`config.mk`:
```
export PLATFORM = sky130hd
export DESIGN_NAME = div_sequencer
export DESIGN_NICKNAME = d
export VERILOG_FILES = /design/src/rtl/div_sequencer.sv
export SDC_FILE = /design/constraint.sdc
export NUM_CORES = 1
export LEC_CHECK = 0
export CORE_UTILIZATION = 40
export DETAILED_ROUTE_END_ITERATION = 10
export PLACE_DENSITY_LB_ADDON = 0.12
export SLEW_MARGIN = 0
export SYNTH_ARGS = -nofsm -noshare
export SYNTH_HDL_FRONTEND = slang
export SYNTH_SLANG_ARGS = --single-unit
```
`constraint.sdc`:
```
create_clock -name clk -period 8.45 [get_ports clk]
set_input_delay 1.69 -clock clk [delete_from_list [all_inputs] [get_ports clk]]
set_output_delay 1.69 -clock clk [all_outputs]
set_load 0.01 [all_outputs]
```
`src/rtl/div_sequencer.sv`:
```
// Multi-cycle radix-2 restoring divider for DIV/DIVU. It stalls the pipeline while
// busy and returns {remainder, quotient} for the HI/LO write.
module div_sequencer #(
  parameter int DATA_W = 32,
  parameter int CNT_W  = 6
) (
  input  logic                  clk,
  input  logic                  rst,
  input  logic                  div_start,
  input  logic                  div_signed,
  input  logic [DATA_W-1:0]     div_opdata1,
  input  logic [DATA_W-1:0]     div_opdata2,
  input  logic                  annul,
  output logic                  stallreq_for_div,
  output logic                  div_ready,
  output logic [2*DATA_W-1:0]   div_result,
  output logic                  div_by_zero
);

  typedef enum logic [1:0] {S_IDLE, S_DIVZERO, S_BUSY, S_END} state_t;

  state_t                state_q;
  logic [CNT_W-1:0]      cnt_q;
  logic [DATA_W-1:0]     rem_q;
  logic [DATA_W-1:0]     quo_q;
  logic [DATA_W-1:0]     dvsr_q;
  logic                  neg_quo_q;
  logic                  neg_rem_q;
  logic                  ready_q;
  logic [2*DATA_W-1:0]   result_q;
  logic                  dbz_q;

  logic [DATA_W:0]       rem_sh;
  logic [DATA_W:0]       diff;
  logic [DATA_W-1:0]     rem_d;
  logic [DATA_W-1:0]     quo_d;
  logic                  op1_neg;
  logic                  op2_neg;

  function automatic logic [DATA_W-1:0] cond_neg(input logic [DATA_W-1:0] v, input logic neg);
    return neg ? (~v + DATA_W'(1)) : v;
  endfunction

  assign op1_neg = div_signed & div_opdata1[DATA_W-1];
  assign op2_neg = div_signed & div_opdata2[DATA_W-1];

  // Borrow out of the (DATA_W+1)-bit trial subtraction means rem_sh < divisor.
  always_comb begin
    rem_sh = {rem_q, quo_q[DATA_W-1]};
    diff   = rem_sh - {1'b0, dvsr_q};
    quo_d  = {quo_q[DATA_W-2:0], ~diff[DATA_W]};
    rem_d  = diff[DATA_W] ? rem_sh[DATA_W-1:0] : diff[DATA_W-1:0];
  end

  always_ff @(posedge clk) begin
    if (rst) begin
      state_q  <= S_IDLE;
      cnt_q    <= '0;
      ready_q  <= 1'b0;
      result_q <= '0;
      dbz_q    <= 1'b0;
    end else begin
      case (state_q)
        S_IDLE: begin
          if (div_start && !annul) begin
            if (div_opdata2 == '0) begin
              state_q <= S_DIVZERO;
            end else begin
              rem_q     <= '0;
              quo_q     <= cond_neg(div_opdata1, op1_neg);
              dvsr_q    <= cond_neg(div_opdata2, op2_neg);
              neg_quo_q <= op1_neg ^ op2_neg;
              neg_rem_q <= op1_neg;
              cnt_q     <= '0;
              state_q   <= S_BUSY;
            end
          end
        end
        S_DIVZERO: begin
          if (annul) begin
            state_q <= S_IDLE;
          end else begin
            result_q <= '0;
            dbz_q    <= 1'b1;
            ready_q  <= 1'b1;
            state_q  <= S_END;
          end
        end
        S_BUSY: begin
          if (annul) begin
            state_q <= S_IDLE;
          end else begin
            rem_q <= rem_d;
            quo_q <= quo_d;
            cnt_q <= cnt_q + CNT_W'(1);
            // Last iteration: sign fix-up; the remainder follows the dividend's sign.
            if (cnt_q == CNT_W'(DATA_W - 1)) begin
              result_q <= {cond_neg(rem_d, neg_rem_q), cond_neg(quo_d, neg_quo_q)};
              dbz_q    <= 1'b0;
              ready_q  <= 1'b1;
              state_q  <= S_END;
            end
          end
        end
        S_END: begin
          if (annul || !div_start) begin
            ready_q <= 1'b0;
            state_q <= S_IDLE;
          end
        end
        default: state_q <= S_IDLE;
      endcase
    end
  end

  assign stallreq_for_div = (state_q == S_IDLE && div_start && !annul) ||
                            (state_q == S_BUSY) || (state_q == S_DIVZERO);
  assign div_ready   = ready_q;
  assign div_result  = result_q;
  assign div_by_zero = dbz_q;

endmodule
```
# Word level (Yosys, flattened, before mapping)
# Cells that the tools add are included.
[totals]
output_inout_bits = 67
register_bits = 172
[classes]
n_mux = 36
n_addsub = 6
bitwise_logic = 10
reduce_logical = 19
n_eq_ne = 11
[op_table]
columns = ["cell", "n"]
rows = [
  ["2-to-1 mux 32 bit", 11],
  ["2-to-1 mux 64 bit", 3],
  ["adder 32 x 1 -> 32 bit (second input constant)", 4],
  ["NOT 32 bit", 4],
  ["one-hot mux 32 bit (2 select lines)", 2],
  ["one-hot mux 64 bit (2 select lines)", 1],
  ["subtractor 33 x 32 -> 33 bit", 1],
  ["logical NOT 32 bit", 1],
  ["2-to-1 mux 6 bit", 3],
  ["2-to-1 mux 2 bit", 6],
  ["inequality test 2 bit (second input constant)", 6],
  ["one-hot mux 6 bit (2 select lines)", 1],
  ["AND reduction 4 bit", 3],
  ["AND reduction 5 bit", 2],
  ["one-hot mux 2 bit (4 select lines)", 1],
  ["adder 6 x 1 -> 6 bit (second input constant)", 1],
  ["== test 6 x 5 -> 1 bit (second input constant)", 1],
  ["2-to-1 mux 1 bit", 6],
  ["== test 2 bit (second input constant)", 2],
  ["nonzero test 2 bit", 2],
  ["logical AND 1 bit", 3],
  ["logical OR 1 bit", 3],
  ["inequality test 3 bit (second input constant)", 1],
  ["NOT 1 bit", 3],
  ["other kinds (9)", 11],
]

# Longest topological paths before layout
[depth]
word_depth = 8
depth_mapped = 24
ltp_nobuf = 21

# Worst setup path after synthesis
# OpenSTA, ideal clock, no wires.
[synth_timing]
path_kind = "input to register"
from = "in div_opdata2[0]"
to = "reg quo_q[0], enable pin"
arrival_time_ps = 6984
path_slack_ps = 901
required_ps = 7885
cell_stages = 9
cell_sequence = "inv_1 -> ha_1 -> nand3_1 -> nor3_1 -> and3b_1 -> nand2_1 -> or4_1 -> a31oi_1 -> nor3_1"
[synth_via]
elab_chain_cells = 3
[synth_lines]
columns = ["item", "line_no", "rtl"]
rows = [
  ["start: declaration", "12", "input logic [DATA_W-1:0] div_opdata2,"],
  ["logical NOT 32 bit", "66", "if (div_opdata2 == '0) begin"],
  ["inequality test 2 bit (no line)", "-", ""],
  ["AND reduction 5 bit (no line)", "-", ""],
  ["end signal: assignment", "70", "quo_q <= cond_neg(div_opdata1, op1_neg);"],
  ["end signal: assignment", "94", "quo_q <= quo_d;"],
  ["end: declaration", "25", "logic [DATA_W-1:0] quo_q;"],
]
# No other way between the ends.
# A chain may end at the register's enable or synchronous reset.

# Worst setup path after layout
[layout_timing]
from = "reg quo_q[31]"
to = "reg result_q[30], in the netlist div_result[30]"
[layout_via]
elab_chain_cells = 8
[layout_lines]
columns = ["item", "line_no", "rtl"]
rows = [
  ["subtractor 33 x 32 -> 33 bit", "50", "diff = rem_sh - {1'b0, dvsr_q};"],
  ["NOT 1 bit", "51", "quo_d = {quo_q[DATA_W-2:0], ~diff[DATA_W]};"],
  ["NOT 32 bit", "41", "return neg ? (~v + DATA_W'(1)) : v;"],
  ["adder 32 x 1 -> 32 bit", "41", ""],
  ["2-to-1 mux 32 bit", "41", ""],
  ["2-to-1 mux 64 bit", "97", "if (cnt_q == CNT_W'(DATA_W - 1)) begin"],
  ["2-to-1 mux 64 bit", "90", "if (annul) begin"],
  ["one-hot mux 64 bit (2 select lines)", "63", "case (state_q)"],
  ["end signal: assignment", "98", "result_q <= {cond_neg(rem_d, neg_rem_q), cond_neg(quo_d, neg_quo_q)};"],
  ["end: declaration", "30", "logic [2*DATA_W-1:0] result_q;"],
]
# No other way between the ends. The select of a mux whose other input is x is not followed.

==> impl_metrics.toml <==
[placement]
gp_congestion = 0.859
numPortBuffers = 135
dp_hpwl_mm = 23.8

[clocking]
post_cts_buffers = 0
ctsRootBufferMaster = "clkbuf_16"
cts-hold-fix-buffers = 0
numCtsBuffers = 17
ctsResizeCount = 0
clockBufferDepth = 2
cts.sinks = 172
path_clk_slew_ps = 80
clk_latency_ps = 430
h-tree-depth = 4
cts_tree = "built"

[finish]
layout_common_cells = "149 x nor2_1, 146 x nand2_1, 134 x clkdlybuf4s50_1"
layout-drive-gt1-share_pct = 4.83
nFillCells = 2732
layout_commonest_cell = "nor2_1"
area_growth_pct = 19.7
nets = 1548
diodes = 0

[timing]
finalSetupViolations = 0
hold_viol = 0
slew_viol_final = 0
whs_ps = 446
fmax_mhz = 187
grt_setup_unrepaired = "false"
relSlewSlack_pct = 18.3
fin_crit_sh_pct = 63.2
min_period_ps = 5340
setup_tns_ps = 0
worst_slew_pin_slew_ps = 1220
finalClockSkew_ps = 16.3

[global_routing]
grt_pass1_wl_mm = 51.0
overflow = 0
use_met1_pct = 31.5
use_met2_pct = 35.9
groute.usage.overall_pct = 22.3
grt_util_met3_pct = 3.36
globalRoute.busiestLayer = "met2"
antenna_found_initial = 0
grt_pass1_vias = 9537
grt_start_max_net_pins = 74

[worst_setup_path]
critPathMaxFanout = 57
worst_r2r_path_depth = 22
reg2reg_from = "quo_q[31]$_DFFE_PP_"
cp_common_cell = "nand2b_1"
crit_type = "reg2reg"
slowest_delay_ps = 510
timing.rr.end = "div_result[30]$_SDFFE_PP0P_"
crit_arrival_ps = 5620
crit_slowest_cell = "or4_1"
critPathRequiredTime_ps = 8730
worstPathCellList = "inv_1 > ha_1 > fa_1 > nand2b_1 > a211oi_2 > o211ai_2 > a21oi_2 > o31ai_4 > xnor2_2 > buf_4 > inv_2 > ha_1 > nand3b_1 > nand2b_1 > nand2b_1 > or2_1 > or4_1 > nand2b_1 > o31ai_1 > xnor2_1 > a22oi_1 > nor2_1"
r2r_setup_slack_ps = 3110
start_kind = "flip-flop"
cp-end-kind = "flip-flop"

[pwr]
power.density_mw_per_mm2 = 234
worst_ir_drop_vdd_mv = 0.140
share_seq_of_total_power_pct = 35.3
p_sw_mw = 1.27
intPower_mw = 1.95
power_frac_clock_pct = 24.5
p_sw_share_pct = 39.4
p_comb_share_pct = 40.2
power.leakage_nw = 4.96

[yosys]
synth_simple_gate_area_share_pct = 19.3
synth_warnings = 0
synth-seq-cells = 172
ys_seq_area_share_pct = 38.6
synth_nets = 1444
synth_top_family_by_area = "simple AND/OR/NAND/NOR gates"
yosys.cell_types.count = 78
synth_edf_count = 98
syn_area_mm2 = 0.0115
synth_async_sr_flop_share_pct = 0
netlist_instances = 1332
avgSynthCellArea_um2 = 8.61
synth_adder_area_share_pct = 4.76
synth_xor_area_share_pct = 11.3
synth_mux_area_share_pct = 2.50
synth_ff_type = "edfxtp_1"
synth_compound_area_share_pct = 19.3

[detailed_routing]
ant_nets = 0
routed_wirelength_mm = 31.9
first_iter_violations = 732
dr.pass1.iters = 5
num_vias = 9912
drcViolationCount = 0
wl_per_cell_um = 17.4
via_per_inst = 5.43

[hold_path]
min_from = "div_result[59]$_SDFFE_PP0P_"
holdPathEnd = "div_result[59]$_SDFFE_PP0P_"
hold_path.class = "reg2reg"
hold_depth = 2

[die]
core-area_mm2 = 0.0280
ios = 136
rows = 61
dieArea_mm2 = 0.0293
die_h_um = 171
die_w_um = 171
initial_core_util_pct = 40.9

[run_status]
status = "completed"

[job]
cap_violations = 0
## worst max-delay path by stage
stage | startpoint | to | slack, ps | depth (start not counted)
2_1_floorplan | div_opdata2[0] | quo_q[0]$_DFFE_PP_ | 900 | 9
3_3_place_gp | div_opdata2[13] | rem_q[0]$_SDFFCE_PN0P_ | 3020 | 10
3_5_place_dp | div_opdata2[13] | quo_q[2]$_DFFE_PP_ | 2900 | 10
4_1_cts | quo_q[31]$_DFFE_PP_ | div_result[30]$_SDFFE_PP0P_ | 3140 | 22
5_1_grt | quo_q[31]$_DFFE_PP_ | div_result[30]$_SDFFE_PP0P_ | 2700 | 22
6_report | quo_q[31]$_DFFE_PP_ | div_result[30]$_SDFFE_PP0P_ | 3110 | 22
## critical path, delay by kind of cell, from the launching register on
family                     cells  cell delay [ps]
DFF                            1              350
buffers and inverters          3              530
adders and majority gates      3              830
and+or+nand+nor                8             1770
AOI/OAI and AO/OA              6             1410
xor gates and xnor gates       2              230
## cells by family (layout without fill, tap and decap cells)
family,count (synthesis),in the layout
AOI/OAI and AO/OA,347,347
xor gates and xnor gates,148,148
adders and majority gates,43,43
buffers and inverters,121,238
DFF,172,172
muxes,28,28
and+or+nand+nor,473,473
## metal layers
metal / vias up / share of wire (%)
li1: 5012 / -
met1: 4659 / 49
met2: 212 / 46
met3: 29 / 3.6
met4: 0 / 1.5
met5: - / 0
## area by class of cell
cell class / instances / area (um2) / area share (%)
tap: 378 / 473 / 3.45
timing repair buffer: 146 / 1430 / 10.4
inverter: 60 / 225 / 1.64
sequential: 172 / 4420 / 32.2
clock buffer: 18 / 439 / 3.20
clock inverter: 14 / 149 / 1.08
multi-input combinational: 1039 / 6590 / 48.0
## power groups by stage
stage | sequential (mW) | combinational [mW] | clock (mW)
floorplan | 1.15 | 0.869 | 0
CTS | 1.14 | 1.30 | 0.807
global route | 1.15 | 1.44 | 0.841
detailed placement | 1.15 | 1.29 | 0
finish | 1.14 | 1.29 | 0.788
global placement | 1.15 | 1.28 | 0
## Yosys cell counts (13+ instances only)
master,instances,area (um2)
xor2_1,64,561
o31ai_1,23,173
clkbuf_1,45,169
inv_1,59,221
nor3_1,41,205
nand3_1,17,85.1
o21ai_1,22,110
nand2b_1,13,81.3
nor4_1,19,119
a21oi_1,80,400
mux2i_1,23,230
nand4_1,16,100
nor2_1,149,559
nand2_1,146,548
dfxtp_1,74,1480
a22oi_1,29,218
ha_1,42,526
edfxtp_1,98,2940
xnor2_1,84,736
o21ai_0,97,485
## registers in the layout, indices dropped and copies added (netlist names)
register	flops
quo_q	32
cnt_q	6
div_ready	1
div_by_zero	1
rem_q	32
neg_quo_q	1
neg_rem_q	1
dvsr_q	32
state_q	2
div_result	64
## stage by stage
stage | util (%) | total power [mW] | std cells | area (um2) | setup WS [ps]
after floorplan | - | 2.02 | 1332 | 11500 | 901
after global placement | 46.9 | 2.43 | 1795 | 13100 | 3020
after detailed placement | 46.9 | 2.44 | 1795 | 13100 | 2900
after CTS | 49.0 | 3.24 | 1827 | 13700 | 3140
after global routing | 49.0 | 3.43 | 1827 | 13700 | 2700
final | 49.0 | 3.22 | 1827 | 13700 | 3110
Note: power is estimated with default switching activity, not from simulation.
